File: src/rtl/uart_tx_sequencer.sv
// rtl/uart_tx_sequencer.sv - UART transmit frame sequencer driven by an oversampled baud tick
//
// Accepts a data word over valid/ready, waits for the next tick to start the frame,
// then shifts out start, data LSB-first, optional parity and stop bits, each bit held
// for OVERSAMPLE ticks.
//
// Ports:
//   clk_i    system clock
//   rst_ni   asynchronous active-low reset
//   tick_i   one-cycle oversample tick from the baud rate generator
//   data_i   word to send, sampled only on acceptance
//   valid_i  data_i is valid
//   ready_o  sequencer can accept a word (registered)
//   tx_o     serial line, idle high (registered)
//   busy_o   high from acceptance through the end of the last stop bit
module uart_tx_sequencer #(
    parameter int DATABITS   = 8,
    parameter int OVERSAMPLE = 16,
    parameter int PARITY     = 0,
    parameter int STOPBITS   = 1
) (
    input  logic                clk_i,
    input  logic                rst_ni,
    input  logic                tick_i,
    input  logic [DATABITS-1:0] data_i,
    input  logic                valid_i,
    output logic                ready_o,
    output logic                tx_o,
    output logic                busy_o
);

    localparam int CW = $clog2(OVERSAMPLE);
    localparam int BW = $clog2(DATABITS);
    localparam logic [CW-1:0] TICK_LAST = CW'(OVERSAMPLE - 1);
    localparam logic [BW-1:0] BIT_LAST  = BW'(DATABITS - 1);

    typedef enum logic [2:0] {
        S_IDLE,
        S_ALIGN,
        S_START,
        S_DATA,
        S_PARITY,
        S_STOP
    } state_e;

    state_e                state_q, state_d;
    logic                  tx_q, tx_d;
    logic                  ready_q, ready_d;
    logic                  busy_q, busy_d;
    logic [CW-1:0]         tick_cnt_q, tick_cnt_d;
    logic [BW-1:0]         bit_idx_q, bit_idx_d;
    logic [DATABITS-1:0]   shift_q, shift_d;
    logic                  par_q, par_d;
    logic                  stop_cnt_q, stop_cnt_d;
    logic                  bit_end;

    always_ff @(posedge clk_i or negedge rst_ni) begin
        if (!rst_ni) begin
            state_q    <= S_IDLE;
            tx_q       <= 1'b1;
            ready_q    <= 1'b1;
            busy_q     <= 1'b0;
            tick_cnt_q <= '0;
            bit_idx_q  <= '0;
            shift_q    <= '0;
            par_q      <= 1'b0;
            stop_cnt_q <= 1'b0;
        end else begin
            state_q    <= state_d;
            tx_q       <= tx_d;
            ready_q    <= ready_d;
            busy_q     <= busy_d;
            tick_cnt_q <= tick_cnt_d;
            bit_idx_q  <= bit_idx_d;
            shift_q    <= shift_d;
            par_q      <= par_d;
            stop_cnt_q <= stop_cnt_d;
        end
    end

    always_comb begin
        state_d    = state_q;
        tx_d       = tx_q;
        ready_d    = ready_q;
        busy_d     = busy_q;
        tick_cnt_d = tick_cnt_q;
        bit_idx_d  = bit_idx_q;
        shift_d    = shift_q;
        par_d      = par_q;
        stop_cnt_d = stop_cnt_q;
        bit_end    = tick_i && (tick_cnt_q == TICK_LAST);

        // The tick counter only runs once the start bit is on the line; the
        // explicit wrap keeps non-power-of-two OVERSAMPLE values correct.
        if (tick_i && (state_q != S_IDLE) && (state_q != S_ALIGN)) begin
            tick_cnt_d = bit_end ? '0 : tick_cnt_q + 1'b1;
        end

        case (state_q)
            S_IDLE: begin
                if (valid_i && ready_q) begin
                    shift_d    = data_i;
                    // Parity is fixed at acceptance since the shift register is consumed.
                    par_d      = (PARITY == 1) ? ~^data_i : ^data_i;
                    ready_d    = 1'b0;
                    busy_d     = 1'b1;
                    tick_cnt_d = '0;
                    state_d    = S_ALIGN;
                end
            end
            S_ALIGN: begin
                if (tick_i) begin
                    tx_d       = 1'b0;
                    tick_cnt_d = '0;
                    state_d    = S_START;
                end
            end
            S_START: begin
                if (bit_end) begin
                    tx_d      = shift_q[0];
                    bit_idx_d = '0;
                    state_d   = S_DATA;
                end
            end
            S_DATA: begin
                if (bit_end) begin
                    if (bit_idx_q != BIT_LAST) begin
                        shift_d   = shift_q >> 1;
                        tx_d      = shift_q[1];
                        bit_idx_d = bit_idx_q + 1'b1;
                    end else if (PARITY != 0) begin
                        tx_d    = par_q;
                        state_d = S_PARITY;
                    end else begin
                        tx_d       = 1'b1;
                        stop_cnt_d = 1'b0;
                        state_d    = S_STOP;
                    end
                end
            end
            S_PARITY: begin
                if (bit_end) begin
                    tx_d       = 1'b1;
                    stop_cnt_d = 1'b0;
                    state_d    = S_STOP;
                end
            end
            S_STOP: begin
                if (bit_end) begin
                    if ((STOPBITS == 2) && !stop_cnt_q) begin
                        stop_cnt_d = 1'b1;
                    end else begin
                        state_d = S_IDLE;
                        ready_d = 1'b1;
                        busy_d  = 1'b0;
                    end
                end
            end
            default: begin
                state_d = S_IDLE;
                tx_d    = 1'b1;
                ready_d = 1'b1;
                busy_d  = 1'b0;
            end
        endcase
    end

    assign ready_o = ready_q;
    assign tx_o    = tx_q;
    assign busy_o  = busy_q;

endmodule

File: config.mk
export PLATFORM = sky130hd
export DESIGN_NAME = uart_tx_sequencer
export DESIGN_NICKNAME = d
export VERILOG_FILES = /design/src/rtl/uart_tx_sequencer.sv
export SDC_FILE = /design/constraint.sdc
export NUM_CORES = 1
export LEC_CHECK = 0
export ABC_AREA = 1
export CORE_UTILIZATION = 59
export CTS_CLUSTER_DIAMETER = 150
export CTS_CLUSTER_SIZE = 25
export DETAILED_ROUTE_END_ITERATION = 8
export GPL_TIMING_DRIVEN = 0
export PLACE_DENSITY = 0.8
export SLEW_MARGIN = 25
export SYNTH_ARGS = -nofsm -noshare
export SYNTH_HDL_FRONTEND = slang
export SYNTH_SLANG_ARGS = --single-unit
File: constraint.sdc
create_clock -name clk_i -period 2.04 [get_ports clk_i]
set_input_delay 0.408 -clock clk_i [delete_from_list [all_inputs] [get_ports clk_i]]
set_output_delay 0.408 -clock clk_i [all_outputs]
set_load 0.05 [all_outputs]
* Word level (Yosys, flattened, before mapping) *
Index checks and enable logic that the tools add are counted.

operators by class
  $add $sub $neg = 2
  eq/ne operators = 16
  muxes and demuxes = 31
  bitwise gates (word level) = 2
  reductions and logical operators = 15

operators with widths
  cell                                                  count
  two-way mux 3 bit                                     9
  two-way mux 8 bit                                     3
  one-hot mux 3 bit (6 select lines)                    1
  two-way mux 4 bit                                     4
  != test 2 bit (second input constant)                 8
  one-hot mux 8 bit (2 select lines)                    1
  two-way mux 1 bit                                     8
  one-hot mux 4 bit (2 select lines)                    1
  AND reduction 4 bit                                   2
  AND reduction 7 bit                                   1
  equality test 3 x 2 -> 1 bit (second input constant)  2
  equality test 3 bit (second input constant)           2
  one-hot mux 1 bit (3 select lines)                    2
  one-hot mux 3 bit (2 select lines)                    1
  one-hot mux 1 bit (5 select lines)                    1
  AND reduction 5 bit                                   1
  adder 4 x 1 -> 4 bit (second input constant)          1
  equality test 4 bit (second input constant)           1
  logical AND 1 bit                                     4
  nonzero test 2 bit                                    2
  OR reduction 4 bit                                    1
  adder 3 x 1 -> 3 bit (second input constant)          1
  equality test 3 x 1 -> 1 bit (second input constant)  1
  logical NOT 3 bit                                     1
  6 further kinds                                       7

storage, ports and cells
  flip-flop bits (word level) = 21
  input bits = 12
  output and inout bits = 3
  logic and storage cells = 73

* Logic depth before layout (Yosys ltp) *
  depth in word-level cells = 6
  depth in mapped cells = 9
  mapped depth without buffers = 9

* Worst setup path before layout *
No wires, ideal clock.

  path type = register to register
  from = register ready_q (netlist: ready_o)
  to = register shift_q[7]
  library setup time = 0.121 ns
  data arrival time = 1.306 ns
  required time = 1.919 ns
  path slack = 0.613 ns
  stages on the path, launching flop included = 8
  buffers on the path = 0
  clock period less this slack = 1.427 ns
  path through = dfstp_2 -> nand2_1 -> nand3_2 -> inv_2 -> nor2_8 -> nand2_4 -> nand2_1 -> o21ai_1

between the ends
  longest elaborated chain between the ends = 3

ends and longest elaborated chain
  element                        line  text
  start, declared                48    logic ready_q, ready_d;
  start signal, assigned         71    ready_q <= ready_d;
  logical AND 1 bit              101   if (valid_i && ready_q) begin
  != test 2 bit (no line)        -
  AND reduction 4 bit (no line)  -
  end signal, assigned           75    shift_q <= shift_d;
  end, declared                  52    logic [DATABITS-1:0] shift_q, shift_d;

Every way passes these cells.
A chain may end at the register's enable or synchronous reset.

* Worst setup path after layout *
  from = register busy_q (netlist: busy_o)
  to = output busy_o

RTL lines
  element                 line  text
  start, declared         49    logic busy_q, busy_d;
  start signal, assigned  72    busy_q <= busy_d;
  end, declared           29    output logic busy_o

No word-level cell between the ends.

==> impl_metrics.csv <==
group,metric,value,unit
routing,route.detailed.drc,0,
die,ios,15,
critical_path,timing.rr.start,"tick_cnt_q[0]",
final_layout,area_growth,15.2,%
critical_path,slowest_delay,0.79,ns
final_layout,nNetsFinal,217,
timing,setup_viol,0,
die,die_area,2340,um^2
timing,skew,0.000733,ns
synth,synth_cell_type_count,21,
power_and_ir_drop,powerDensity,449,nW/um^2
global_route,grt_overflow,0,
job,drv_cap,0,
critical_path,critical_path_required,1.63,ns
timing,period_share,91.8,%
synth,synthArstFlopShare,100,%
routing,wire_per_inst,11.3,um
critical_path,ff2ff_setup_slack,0.53,ns
critical_path,path_max_fanout,2,
critical_path,critPathSlowestCell,"clkdlybuf4s50_1",
critical_path,crit_family,"buffers and inverters",
critical_path,end_kind,"output port",
global_route,antenna_found_initial,0,
final_layout,diodes,0,
final_layout,final-seq-area,528,um^2
synth,synth_area_leader_cell,"dfrtp_1",
synth,syn_area,1270,um^2
min_path,holdCritPathClass,"in2async",
clock_network,cts-root-buf,"clkbuf_4",
power_and_ir_drop,ir_worst_vdd,0.000327,V
place,port_buffers,14,
place,place_inst,224,
clock_network,cts_sinks,21,
die,coreArea,2000,um^2
clock_network,worstSkewPairLatency,0.31,ns
global_route,track_usage,24.5,%
synth,yosysTopAreaCellShare,37.4,%
clock_network,cts.clk_slew.worst_paths,0.11,ns
routing,drtAntennaViolNets,0,
timing,rsz0062_at_grt,"no",
synth,syn_avg_cell_area,6.94,um^2
clock_network,cts_buffer_depth,2,
timing,fmax,0.534,GHz
power_and_ir_drop,power.total,657,uW
place,routabilityCongestion,0.895,
global_route,grt_pass1_vias,1055,
routing,num_vias,1197,
synth,syn_inst,183,
timing,period_needed,1.87,ns
final_layout,fin_cells,228,
routing,via_per_inst,5.25,
die,die_x,48.4,um
routing,firstDrtPassIters,4,
critical_path,startpoint_type,"register",
critical_path,critPathBufInv,1,
global_route,grt_max_degree,22,
timing,hold_viol_final,0,
die,die_h,48.4,um
clock_network,cts_max_level,1,
clock_network,postCtsSetupRepairBufs,0,
critical_path,r2r_end,"shift_q[3]",
clock_network,cts_tree,"built",
timing,finalSetupTns,0,ns
final_layout,fillers,175,
power_and_ir_drop,power.leakage,0.000792,uW
synth,synth_area_leaders,"dfrtp_1 37%, nand2_1 26%, nand3_1 8.3%",
synth,synth-seq-cells,21,
synth,yosysWarnings,0,
routing,first_iter_violations,28,
critical_path,critPathLaunch,"busy_o",
final_layout,multi_input_area,676,um^2
final_layout,drive_gt1_share,10.4,%
outcome,outcome,"finished clean",
timing,drv_slew,0,
synth,synth_nets,198,
clock_network,cts_buffers,3,
critical_path,cp_cell_sequence,"clkdlybuf4s50_1",
synth,synth_seq_area_share,41.6,%
routing,drt-total-wl,2580,um
timing,max_slew.worst_pin.slew,0.484,ns
place,hpwl,1940,um
global_route,grt_pass1_wl,4440,um
timing,worst_slew_margin_rel,67.7,%
critical_path,critPathArrivalTime,1.46,ns
synth,synth_edf_count,0,
die,rows,16,
critical_path,r2r_cells,8,
die,initial_core_util,63.4,%
synth,synth_ff_type,"dfrtp_1",
critical_path,crit_type,"reg2out",
==> per-stage QoR <==
step                instance area [um^2]  utilization [%]  hold WS, ns  setup slack (ns)
floorplan                           1270                -        0.112             0.613
global placement                    1440             72.1        0.454             0.136
detailed placement                  1440             72.1        0.460             0.139
CTS                                 1470             73.3        0.476             0.158
global route                        1460             73.1       0.0587             0.129
finish                              1460             73.1       0.0359             0.168
==> worst reg2reg max path, stage by stage, from the launching register on <==
cell	delay, ns
dfrtp_1	0.43
ha_1	0.17
nand2_1	0.09
nor2_2	0.22
nor2_2	0.10
nor2_8	0.16
nand2_4	0.11
nand2_1	0.08
nand2_1	0.05
==> cells in the mapped netlist, types with 2 or more instances <==
library cell / number
nand3_1: 21
nor2_1: 8
inv_1: 11
nor2_2: 4
ha_1: 3
nand3_2: 2
dfstp_2: 2
dfrtp_1: 19
o21ai_0: 9
buf_2: 2
nand2_1: 88
o21ai_1: 4
inv_2: 2
==> cell type report <==
cell class,count,share of cell area [%]
Clock buffer,4,1.80
Multi-Input combinational cell,146,46.2
Buffer,3,1.20
Sequential cell,21,36.1
Timing Repair Buffer,14,9.07
Inverter,13,3.34
Tap cell,27,2.31
==> how the worst max path moves through the flow <==
stage / to / slack (ns) / depth (start not counted)
2_1_floorplan: shift_q[7] / 0.61 / 7
3_3_place_gp: shift_q[7] / 0.14 / 8
3_5_place_dp: shift_q[3] / 0.14 / 8
4_1_cts: busy_o / 0.16 / 1
5_1_grt: busy_o / 0.13 / 1
6_report: busy_o / 0.17 / 1
==> cells by family (layout without fill, tap and decap cells) <==
| group | after synthesis | count (layout) | share of synthesized area, % |
|---|---|---|---|
| and+or+nand+nor | 128 | 128 | 44.1 |
| buffers and inverters | 16 | 34 | 5.22 |
| AOI/OAI and AO/OA | 15 | 15 | 6.11 |
| DFF | 21 | 21 | 41.6 |
| adders and majority gates | 3 | 3 | 2.96 |
==> power breakdown <==
part           leakage [uW]  internal (uW)  switching (uW)
Clock             0.0000150           76.4             128
Combinational      0.000491           20.7            14.9
Sequential         0.000286            416               0
Total              0.000792            513             143
==> placed cells by master (no fill, tap or decap), types with 3 or more instances in the layout <==
cell type,instances
nand2_1,88
nor2_2,4
ha_1,3
inv_1,11
clkbuf_4,3
clkdlybuf4s50_1,11
dfrtp_1,19
o21ai_1,4
nor2_1,8
nand3_1,21
buf_2,3
o21ai_0,9
==> sequential cells by signal, summed over array words and instances (netlist names) <==
| name | flops |
|---|---|
| busy_o | 1 |
| ready_o | 1 |
| shift_q | 8 |
| state_q | 3 |
| tx_o | 1 |
| tick_cnt_q | 4 |
| bit_idx_q | 3 |
==> what timing repair did <==
item,in CTS,in global routing
gates resized for setup,2,0
setup endpoints to repair,2,0
hold buffers,0,0
hold endpoints to repair,0,0
==> layer usage <==
layer	up-vias	GRT usage (%)	part of all wire, %
met3	7	2.83	3.9
met5	-	0	0
met1	532	31.6	45
li1	623	-	-
met4	0	10.3	2.3
met2	35	41.8	49
Note: power is estimated with default switching activity, not from simulation.
